**src/rtl/lfsr_pkg.sv**
```systemverilog
// Shared definitions for the LFSR generator: feedback mode codes, FSM encoding
// and a table of maximal-length feedback polynomials.
package lfsr_pkg;

   localparam int unsigned MODE_FIB = 0;
   localparam int unsigned MODE_GAL = 1;

   localparam int unsigned MIN_WIDTH = 3;
   localparam int unsigned MAX_WIDTH = 32;

   typedef enum logic {
      ST_IDLE = 1'b0,
      ST_RUN  = 1'b1
   } fsm_e;

   // Primitive polynomial coefficients for x^0..x^(w-1); the x^w term is implied.
   function automatic logic [31:0] default_taps(input int unsigned w);
      logic [31:0] t;
      case (w)
         3:       t = 32'h0000_0005;
         4:       t = 32'h0000_0009;
         5:       t = 32'h0000_0009;
         6:       t = 32'h0000_0021;
         7:       t = 32'h0000_0041;
         8:       t = 32'h0000_0071;
         9:       t = 32'h0000_0021;
         10:      t = 32'h0000_0081;
         11:      t = 32'h0000_0201;
         12:      t = 32'h0000_0053;
         13:      t = 32'h0000_001B;
         14:      t = 32'h0000_002B;
         15:      t = 32'h0000_4001;
         16:      t = 32'h0000_A011;
         17:      t = 32'h0000_4001;
         18:      t = 32'h0000_0801;
         19:      t = 32'h0000_0047;
         20:      t = 32'h0002_0001;
         21:      t = 32'h0008_0001;
         22:      t = 32'h0020_0001;
         23:      t = 32'h0004_0001;
         24:      t = 32'h00C2_0001;
         25:      t = 32'h0040_0001;
         26:      t = 32'h0000_0047;
         27:      t = 32'h0000_0027;
         28:      t = 32'h0200_0001;
         29:      t = 32'h0800_0001;
         30:      t = 32'h0000_0053;
         31:      t = 32'h1000_0001;
         32:      t = 32'h0040_0007;
         default: t = 32'h0000_0000;
      endcase
      return t;
   endfunction

endpackage

```
**src/rtl/lfsr_next.sv**
```systemverilog
// Combinational LFSR successor function, Fibonacci or Galois form chosen at
// elaboration time.
module lfsr_next
   import lfsr_pkg::*;
#(
   parameter int unsigned      WIDTH = 8,
   parameter logic [WIDTH-1:0] TAPS  = WIDTH'(32'h1D),
   parameter int unsigned      MODE  = MODE_FIB
) (
   input  logic [WIDTH-1:0] i_state,
   output logic [WIDTH-1:0] o_next_c
);

   generate
      if (MODE == MODE_GAL) begin : g_galois
         assign o_next_c = {i_state[WIDTH-2:0], 1'b0} ^ (i_state[WIDTH-1] ? TAPS : '0);
      end else begin : g_fib
         // Coefficient k of the polynomial taps state bit WIDTH-1-k.
         logic [WIDTH-1:0] w_rev;
         logic             w_fb;
         for (genvar g = 0; g < WIDTH; g++) begin : g_rev
            assign w_rev[g] = i_state[WIDTH-1-g];
         end
         assign w_fb     = ^(w_rev & TAPS);
         assign o_next_c = {i_state[WIDTH-2:0], w_fb};
      end
   endgenerate

endmodule

```
**src/rtl/lfsr_gen.sv**
```systemverilog
// Seeded LFSR with load/step control, all-zero seed protection and
// measurement of the number of steps taken to return to the anchor value.
module lfsr_gen
   import lfsr_pkg::*;
#(
   parameter int unsigned      WIDTH      = 8,
   parameter logic [WIDTH-1:0] TAPS       = WIDTH'(32'h1D),
   parameter int unsigned      MODE       = MODE_FIB,
   parameter logic [WIDTH-1:0] RESET_SEED = {WIDTH{1'b1}}
) (
   input  logic             clk,
   input  logic             reset,
   input  logic [WIDTH-1:0] seed,
   input  logic             load,
   input  logic             step,
   output logic [WIDTH-1:0] state,
   output logic             seed_err,
   output logic             wrap,
   output logic [WIDTH-1:0] period,
   output logic             period_valid
);

   logic [WIDTH-1:0] r_state;
   logic [WIDTH-1:0] r_anchor;
   logic [WIDTH-1:0] r_cnt;
   logic [WIDTH-1:0] r_period;
   logic             r_pv;
   logic             r_wrap;
   logic             r_seed_err;
   fsm_e             r_fsm;

   logic [WIDTH-1:0] w_next;
   logic [WIDTH-1:0] w_cnt_inc;
   logic             w_hit;
   logic             w_seed_zero;

   lfsr_next #(
      .WIDTH (WIDTH),
      .TAPS  (TAPS),
      .MODE  (MODE)
   ) u_next (
      .i_state  (r_state),
      .o_next_c (w_next)
   );

   // A step out of IDLE always counts from zero.
   assign w_cnt_inc   = (r_fsm == ST_IDLE) ? WIDTH'(1) : r_cnt + WIDTH'(1);
   assign w_hit       = (w_next == r_anchor);
   assign w_seed_zero = (seed == '0);

   always_ff @(posedge clk) begin
      if (!reset) begin
         r_state    <= RESET_SEED;
         r_anchor   <= RESET_SEED;
         r_cnt      <= '0;
         r_period   <= '0;
         r_pv       <= 1'b0;
         r_wrap     <= 1'b0;
         r_seed_err <= 1'b0;
         r_fsm      <= ST_IDLE;
      end else begin
         r_wrap     <= 1'b0;
         r_seed_err <= 1'b0;
         if (load) begin
            r_cnt <= '0;
            r_pv  <= 1'b0;
            r_fsm <= ST_IDLE;
            // A zero seed would lock the register up; fall back to the reset seed.
            if (w_seed_zero) begin
               r_state    <= RESET_SEED;
               r_anchor   <= RESET_SEED;
               r_seed_err <= 1'b1;
            end else begin
               r_state  <= seed;
               r_anchor <= seed;
            end
         end else if (step) begin
            r_state <= w_next;
            r_fsm   <= ST_RUN;
            if (w_hit) begin
               r_wrap   <= 1'b1;
               r_period <= w_cnt_inc;
               r_pv     <= 1'b1;
               r_cnt    <= '0;
            end else begin
               r_cnt <= w_cnt_inc;
            end
         end
      end
   end

   assign state        = r_state;
   assign seed_err     = r_seed_err;
   assign wrap         = r_wrap;
   assign period       = r_period;
   assign period_valid = r_pv;

endmodule

```
**config.mk**
```make
export PLATFORM = sky130hd
export DESIGN_NAME = lfsr_gen
export DESIGN_NICKNAME = d
export VERILOG_FILES = /design/src/rtl/lfsr_pkg.sv /design/src/rtl/lfsr_next.sv /design/src/rtl/lfsr_gen.sv
export SDC_FILE = /design/constraint.sdc
export NUM_CORES = 1
export LEC_CHECK = 0
export CORE_MARGIN = 2
export CORE_UTILIZATION = 55
export CTS_CLUSTER_SIZE = 12
export DETAILED_ROUTE_END_ITERATION = 10
export GPL_TIMING_DRIVEN = 1
export PLACE_DENSITY = 0.81
export SLEW_MARGIN = 40
export SYNTH_ARGS = -nofsm -noshare
export SYNTH_HDL_FRONTEND = slang
export SYNTH_SLANG_ARGS = --single-unit
```
**constraint.sdc**
```tcl
create_clock -name clk -period 5.9 [get_ports clk]
set_clock_uncertainty 0.05 [all_clocks]
set_input_delay 1.18 -clock clk [delete_from_list [all_inputs] [get_ports clk]]
set_output_delay 1.18 -clock clk [all_outputs]
set_load 0.05 [all_outputs]
```
== After elaboration in Yosys (flattened, before gate mapping) ==
Index checks and enable logic that the tools add are counted.

* $add $sub $neg: 1
* Equal/unequal tests: 1
* Muxes and demuxes: 7
* Bitwise gates (word level): 3
* Reductions and logical operators: 8

{| class="wikitable"
|+ Operators with widths
! cell !! number
|-
| $mux W8 || 5
|-
| $add A8 B1 Y8 const B || 1
|-
| $eq A8 B8 Y1 || 1
|-
| $logic_not A8 Y1 || 1
|-
| $reduce_xor A8 Y1 || 1
|-
| $reduce_and A2 Y1 || 2
|-
| $not A1 Y1 || 3
|-
| $reduce_and A3 Y1 || 1
|-
| $reduce_or A3 Y1 || 1
|-
| $mux W1 || 2
|-
| $reduce_bool A2 Y1 || 1
|-
| $reduce_or A2 Y1 || 1
|}

* Flip-flop bits (word level): 36
* Bits of input ports: 12
* Output and inout port bits: 19
* Word-level logic and storage cells: 28

== Longest topological paths before layout ==
Gate-level depths: netlist of run 1.

* Word-level depth: 3
* Mapped depth: 5
* Gate-level depth less buffers: 5

== Hierarchy ==
A second synthesis of run 1 with hierarchy kept.

* Cells, all modules: 184
* Area, all modules: 1,662.8 µm²

{| class="wikitable"
|+ By module, submodules not included
! module !! instances !! cells an instance !! area an instance (µm²) !! seq. area each (µm²)
|-
| lfsr_gen || 1 || 173 || 1,576.5 || 720.7
|-
| lfsr_next || 1 || 11 || 86.3 || 0.0
|}

== Least setup slack after synthesis of run 1 ==
Ideal clock, no wire load.

* Path type: input port to flip-flop
* Start point: input port seed[3]
* End point: register r_state[0] (netlist: state[0])
* Setup time: 0.072 ns
* Arrival: 2.461 ns
* Required time: 5.778 ns
* Setup slack: 3.318 ns
* Cell stages on the path: 4
* Buffers on the path: 0
* Path through: or4_1 o31a_1 a32oi_1 a2bb2oi_1

* Cells in the longest elaborated chain, start to end: 3

{| class="wikitable"
|+ RTL lines
! item !! RTL line !! text
|-
| start, declared || lfsr_gen.sv:13 || <nowiki>input logic [WIDTH-1:0] seed,</nowiki>
|-
| $logic_not A8 Y1 || lfsr_gen.sv:49 || <nowiki>assign w_seed_zero = (seed == '0);</nowiki>
|-
| $mux W8 || lfsr_gen.sv:69 || <nowiki>if (w_seed_zero) begin</nowiki>
|-
| $mux W8 || lfsr_gen.sv:64 || <nowiki>if (load) begin</nowiki>
|-
| end signal, assigned || lfsr_gen.sv:78 || <nowiki>r_state <= w_next;</nowiki>
|-
| end, declared || lfsr_gen.sv:23 || <nowiki>logic [WIDTH-1:0] r_state;</nowiki>
|}

No other way between the ends.
A chain may end at the register's enable or synchronous reset.

== Worst setup path after layout of run 1 ==
* Start point: input port load
* End point: register r_state[0] (netlist: state[0])

* Cells in the longest elaborated chain, start to end: 1
* Elaborated cells between the ends (all ways): 2
* Those cells by class: 1 x mux; 1 x reduce/logical

{| class="wikitable"
|+ RTL lines
! item !! RTL line !! text
|-
| start, declared || lfsr_gen.sv:14 || <nowiki>input logic load,</nowiki>
|-
| $mux W8 or $reduce_bool A2 Y1 (tied branches) || n/a ||
|}

Several ways; a longest one is shown, not always the timed one.

==> flow_metrics.env, run 1 <==
export IMPL_r2r_slack_ns=3.79
export IMPL_vias=1493
export IMPL_place_congestion=0.799
export IMPL_layout_nets=234
export IMPL_cp_data_arrival_time_ns=3.11
export IMPL_chipHeight_um=59.4
export IMPL_antenna_left=0
export IMPL_period_needed_ns=2.87
export IMPL_rsz0062_at_grt="false"
export IMPL_clockBufferDepth=2
export IMPL_hold_violations=0
export IMPL_grt_overflow_total=0
export IMPL_cts_buffers=5
export IMPL_fin_crit_sh_pct=48.7
export IMPL_cp_data_required_time_ns=6.14
export IMPL_die_w_um=59.4
export IMPL_synth_compound_area_share_pct=17.0
export IMPL_synth_area_um2=1690
export IMPL_p_leak_nw=0.795
export IMPL_clock_latency_ns=0.35
export IMPL_core_area_um2=2980
export IMPL_worstSetupPathType="input pin to flop"
export IMPL_rr_startpoint="state[4]"
export IMPL_synthArstFlopShare_pct=0
export IMPL_clock_sinks=36
export IMPL_grt_pass1_wl_mm=6.22
export IMPL_cp_slowest_cell="clkdlybuf4s50_1"
export IMPL_hold_class="flop to flop"
export IMPL_setup_tns_ns=0
export IMPL_ctsResizeCount=0
export IMPL_drive_gt1_share_pct=4.50
export IMPL_antennaDiodeCount=0
export IMPL_clk_pin_slew_ns=0.11
export IMPL_cts_root_buf="clkbuf_4"
export IMPL_grtUsageTotal_pct=23.8
export IMPL_synth_cells=194
export IMPL_maxCapViolCount=0
export IMPL_synth_adder_area_share_pct=0.741
export IMPL_worstMarginPinSlew_ns=0.773
export IMPL_synth_area_mux_share_pct=7.12
export IMPL_hold_buffers=0
export IMPL_globalRouteMet3Util_pct=5.02
export IMPL_slowest_delay_ns=0.94
export IMPL_synth_top_cell_area_share_pct=42.7
export IMPL_r2r_cells=4
export IMPL_start_util_pct=56.7
export IMPL_cp_depth=5
export IMPL_n_fill_cell=246
export IMPL_rr_endpoint="period[1]"
export IMPL_yosysUniqueCellTypes=36
export IMPL_drtIter0Drc=63
export IMPL_synth_area_leader_cell="dfxtp_1"
export IMPL_dpl_instance_area_um2=1980
export IMPL_start_kind="input pin"
export IMPL_ios=31
export IMPL_ys_flop_type="dfxtp_1"
export IMPL_cp_top_family="buffers and inverters"
export IMPL_drc_errors=0
export IMPL_ys_seq_elements=36
export IMPL_synth_simple_area_share_pct=20.2
export IMPL_wl_mm=3.75
export IMPL_worstHoldPathCells=2
export IMPL_yosysWarningCount=0
export IMPL_vdd_ir_drop_max_uv=165
export IMPL_synth_edf_count=0
export IMPL_status="completed"
export IMPL_synth_top_family_by_area="simple AND/OR/NAND/NOR gates"
export IMPL_core_rowCount=20
export IMPL_drv_slew=0
export IMPL_antenna_found_initial=0
export IMPL_synth_xor_area_share_pct=8.15
export IMPL_grtUsageMet1_pct=32.1
export IMPL_dp_hpwl_mm=2.65
export IMPL_h_tree_depth=2
export IMPL_areaGrowthSynthToFinish_pct=20.9
export IMPL_fin_area_um2=2040
export IMPL_setup_ws_ns=3.03
export IMPL_relSlewSlack_pct=48.3
export IMPL_grt_max_degree=25
export IMPL_top_usage_layer="met2"
export IMPL_p_per_area_nw_per_um2=240
export IMPL_path_cells="clkdlybuf4s50_1 -> nand2b_1 -> o31a_1 -> a32oi_1 -> a2bb2oi_1"
export IMPL_fmax_mhz=348
export IMPL_post_cts_buffers=0
export IMPL_crit_path_max_fanout=24
export IMPL_dieArea_um2=3530
export IMPL_ys_seq_area_share_pct=42.7
export IMPL_path_buf_inv=1
export IMPL_synth_common_cells="36 x dfxtp_1, 28 x o21ai_0, 20 x nand2_1"
export IMPL_finalSetupViolCount=0
export IMPL_post_place_ws_ns=2.69
export IMPL_synth_area_leaders="dfxtp_1 43%, o21ai_0 8.3%, mux2i_1 7.1%"
export IMPL_min_to="period[2]"
export IMPL_synth_most_common_cell="dfxtp_1"
export IMPL_via_per_inst=5.85
export IMPL_syn_nets=207
export IMPL_wl_per_cell_um=14.7
export IMPL_syn_area_per_cell_um2=8.70
export IMPL_grt_pass1_vias=1360
export IMPL_min_from="period[2]"
export IMPL_grtUsageMet2_pct=35.2
export IMPL_cp_end_kind="flop"
export IMPL_p_total_w=0.000490
export IMPL_cts_tree="built"
export IMPL_port_buffers=30
export IMPL_firstDrtPassIters=5
[layer usage]
layer,up-vias,wire length (um)
met3,11,245
met4,0,85
met1,685,1650
met2,61,1760
li1,736,-
met5,-,0
[flip-flops by register name, indices dropped and copies added (netlist names)]
signal,flops
r_fsm,1
wrap,1
r_anchor,8
state,8
seed_err,1
r_cnt,8
period,8
period_valid,1
[how the worst max path moves through the flow]
| stage | start | endpoint | slack, ns |
|---|---|---|---|
| after floorplan | seed[3] | state[0] | 3.32 |
| after global placement | load | state[0] | 2.75 |
| after detailed placement | reset | r_cnt[1] | 2.69 |
| after CTS | state[5] | state[5] | 3.02 |
| after global routing | load | state[0] | 2.87 |
| final | load | state[0] | 3.03 |
[report_power, final]
group / switching [W] / internal [W] / total (W)
Combinational: 0.0000521 / 0.0000360 / 0.0000881
Clock: 0.0000813 / 0.0000566 / 0.000138
Sequential: 0.0000109 / 0.000253 / 0.000263
Total: 0.000144 / 0.000345 / 0.000490
[logic make-up after synthesis]
logic type | after synthesis
fa+ha+maj | 1
xor+xnor | 14
compound gates | 47
flops | 36
simple gates | 68
buf+inv | 16
mux | 12
[cells in the final DEF (no fill, tap or decap), types with 3 or more instances in the layout]
| cell type | n |
|---|---|
| a211oi_1 | 3 |
| clkbuf_4 | 5 |
| clkdlybuf4s50_1 | 29 |
| dfxtp_1 | 36 |
| inv_1 | 6 |
| mux2i_1 | 12 |
| nand2_1 | 20 |
| nand2b_1 | 7 |
| nand3_1 | 8 |
| nor2_1 | 12 |
| nor2b_1 | 8 |
| nor3_1 | 3 |
| o211ai_1 | 3 |
| o21a_1 | 3 |
| o21ai_0 | 28 |
| xnor2_1 | 12 |
[worst register-to-register path, cell delays in order, from the launching register on]
cell	delay, ns
dfxtp_1	0.38
xnor2_1	0.31
xor3_1	0.48
or4_4	0.63
mux2i_1	0.17
[final cells by class]
cell class	count	area [um^2]	area share (%)
flip-flops and latches	36	721	35.3
multi-input cells	142	900	44.1
repair buffers	30	295	14.5
clock buffers	6	51.3	2.51
inverters	6	22.5	1.10
clock inverters	2	10.0	0.490
well taps	33	41.3	2.02
[per-stage QoR]
stage | utilization [%] | instances | hold WS, ns
after CTS | 68.7 | 255 | 0.422
after global placement | 66.6 | 247 | 0.395
final | 68.5 | 255 | 0.416
after global routing | 68.5 | 255 | 0.451
after detailed placement | 66.6 | 247 | 0.405
after floorplan | - | 194 | 0.393
No activity file was read; power rests on OpenSTA's default activity.
==> inputs of run 2 (changes only) <==
--- a/config.mk
+++ b/config.mk
@@ -6,11 +6,11 @@
 export NUM_CORES = 1
 export LEC_CHECK = 0
 export CORE_MARGIN = 2
-export CORE_UTILIZATION = 55
+export CORE_UTILIZATION = 46
 export CTS_CLUSTER_SIZE = 12
 export DETAILED_ROUTE_END_ITERATION = 10
 export GPL_TIMING_DRIVEN = 1
-export PLACE_DENSITY = 0.81
+export PLACE_DENSITY = 0.72
 export SLEW_MARGIN = 40
 export SYNTH_ARGS = -nofsm -noshare
 export SYNTH_HDL_FRONTEND = slang
==> constraint.sdc (replaced) <==
create_clock -name clk -period 2.6 [get_ports clk]
set_clock_uncertainty 0.05 [all_clocks]
set_input_delay 0.52 -clock clk [delete_from_list [all_inputs] [get_ports clk]]
set_output_delay 0.52 -clock clk [all_outputs]
set_load 0.05 [all_outputs]
==> run 2 against run 1 <==
  * Sequential power is 130% higher
  * Die area is 18% higher
  * Final cell count is 7.5% higher
  * Critical endpoint unchanged
==> flow_metrics.env, run 2 (synthesis gave the netlist of run 1 again) <==
export IMPL_die_w_um=64.6
export IMPL_drc_errors=0
export IMPL_clock_latency_ns=0.28
export IMPL_post_cts_buffers=0
export IMPL_grt_overflow_total=0
export IMPL_worstSetupPathType="input pin to flop"
export IMPL_ios=31
export IMPL_dp_cells=266
export IMPL_port_buffers=30
export IMPL_p_total_w=0.00119
export IMPL_via_per_inst=5.29
export IMPL_layout_nets=238
export IMPL_clock_sinks=36
export IMPL_fin_crit_sh_pct=83.5
export IMPL_cp_slowest_cell="or4_1"
export IMPL_core_area_um2=3610
export IMPL_slowest_delay_ns=0.61
export IMPL_worstMarginPinSlew_ns=0.529
export IMPL_setup_tns_ns=0
export IMPL_final_cell_mix="36 x dfxtp_1, 30 x clkdlybuf4s50_1, 28 x o21ai_0"
export IMPL_drv_slew=0
export IMPL_hold_violations=0
export IMPL_antenna_left=0
export IMPL_cp_end_kind="flop"
export IMPL_cts_root_buf="clkbuf_8"
export IMPL_status="completed"
export IMPL_grt_max_degree=20
export IMPL_fmax_mhz=461
export IMPL_drive_gt1_share_pct=4.87
export IMPL_cp_top_family="compound AO/OA/AOI/OAI gates"
export IMPL_crit_path_max_fanout=7
export IMPL_grtUsageTotal_pct=18.9
export IMPL_antenna_found_initial=0
export IMPL_stdcell_count=274
export IMPL_cts_buffers=5
export IMPL_cts_tree="built"
export IMPL_p_leak_nw=0.821
export IMPL_antennaDiodeCount=0
export IMPL_ctsResizeCount=0
export IMPL_wl_mm=3.49
export IMPL_start_kind="input pin"
export IMPL_period_needed_ns=2.17
export IMPL_vdd_ir_drop_max_uv=442
export IMPL_grt_pass1_vias=1309
export IMPL_areaGrowthSynthToFinish_pct=25.8
export IMPL_n_fill_cell=334
export IMPL_dp_hpwl_mm=2.55
export IMPL_drtIter0Drc=49
export IMPL_core_rowCount=22
export IMPL_wl_per_cell_um=12.7
export IMPL_start_util_pct=46.8
export IMPL_dpl_instance_area_um2=2030
export IMPL_dieArea_um2=4170
export IMPL_maxCapViolCount=0
export IMPL_hold_class="flop to flop"
export IMPL_cp_data_required_time_ns=2.76
export IMPL_p_per_area_nw_per_um2=563
export IMPL_vias=1450
export IMPL_path_buf_inv=1
export IMPL_finalSetupViolCount=0
export IMPL_path_cells="clkdlybuf4s50_1 -> or4_1 -> o31a_1 -> a32oi_1 -> a2bb2oi_1"
export IMPL_h_tree_depth=2
export IMPL_hold_buffers=0
export IMPL_firstDrtPassIters=4
export IMPL_place_congestion=0.894
export IMPL_chipHeight_um=64.6
export IMPL_cp_data_arrival_time_ns=2.33
export IMPL_rsz0062_at_grt="false"
export IMPL_layout_commonest_cell="dfxtp_1"
export IMPL_fin_area_um2=2120
export IMPL_clk_pin_slew_ns=0.07
export IMPL_relSlewSlack_pct=64.7
export IMPL_clockBufferDepth=2
export IMPL_grt_pass1_wl_mm=6.17
run 2: report_power, final:
| part | total, W | internal (W) | switching, W |
|---|---|---|---|
| Combinational | 0.000199 | 0.0000858 | 0.000113 |
| Clock | 0.000397 | 0.000216 | 0.000181 |
| Sequential | 0.000598 | 0.000573 | 0.0000250 |
run 2: metal layers:
metal	routed length [um]	vias up	share of wire, %	GRT usage [%]
met5	0	-	0	0
met4	44	0	1.3	5.59
met3	178	4	5.1	4.17
met2	1500	40	43	28.5
met1	1770	660	51	26.9
li1	-	746	-	-
run 2: tightest hold or removal path: stages (launching register included):
cell	delay [ns]
dfxtp_1	0.31
nand2_1	0.05
mux2i_1	0.05
run 2: cell type report:
cell class | instances | area (um^2) | area share, %
well taps | 48 | 60.1 | 2.83
flip-flops and latches | 36 | 721 | 33.9
multi-input cells | 142 | 900 | 42.4
repair buffers | 34 | 330 | 15.6
clock buffers | 8 | 90.1 | 4.24
inverters | 6 | 22.5 | 1.06
run 2: metrics by stage:
stage | hold slack [ns] | setup slack, ns | utilization [%]
floorplan | 0.393 | 0.342 | -
global placement | 0.396 | 0.193 | 56.4
detailed placement | 0.402 | 0.153 | 56.4
CTS | 0.411 | 0.430 | 58.9
global route | 0.425 | 0.379 | 58.9
finish | 0.406 | 0.429 | 58.9
run 2: worst paths after layout:
kind,from,endpoint,slack (ns),cells after the start
max,seed[3],state[0],0.43,5
max reg2reg,state[4],period[3],0.54,4
min reg2reg,period[2],period[2],0.41,2
min,period[2],period[2],0.41,2
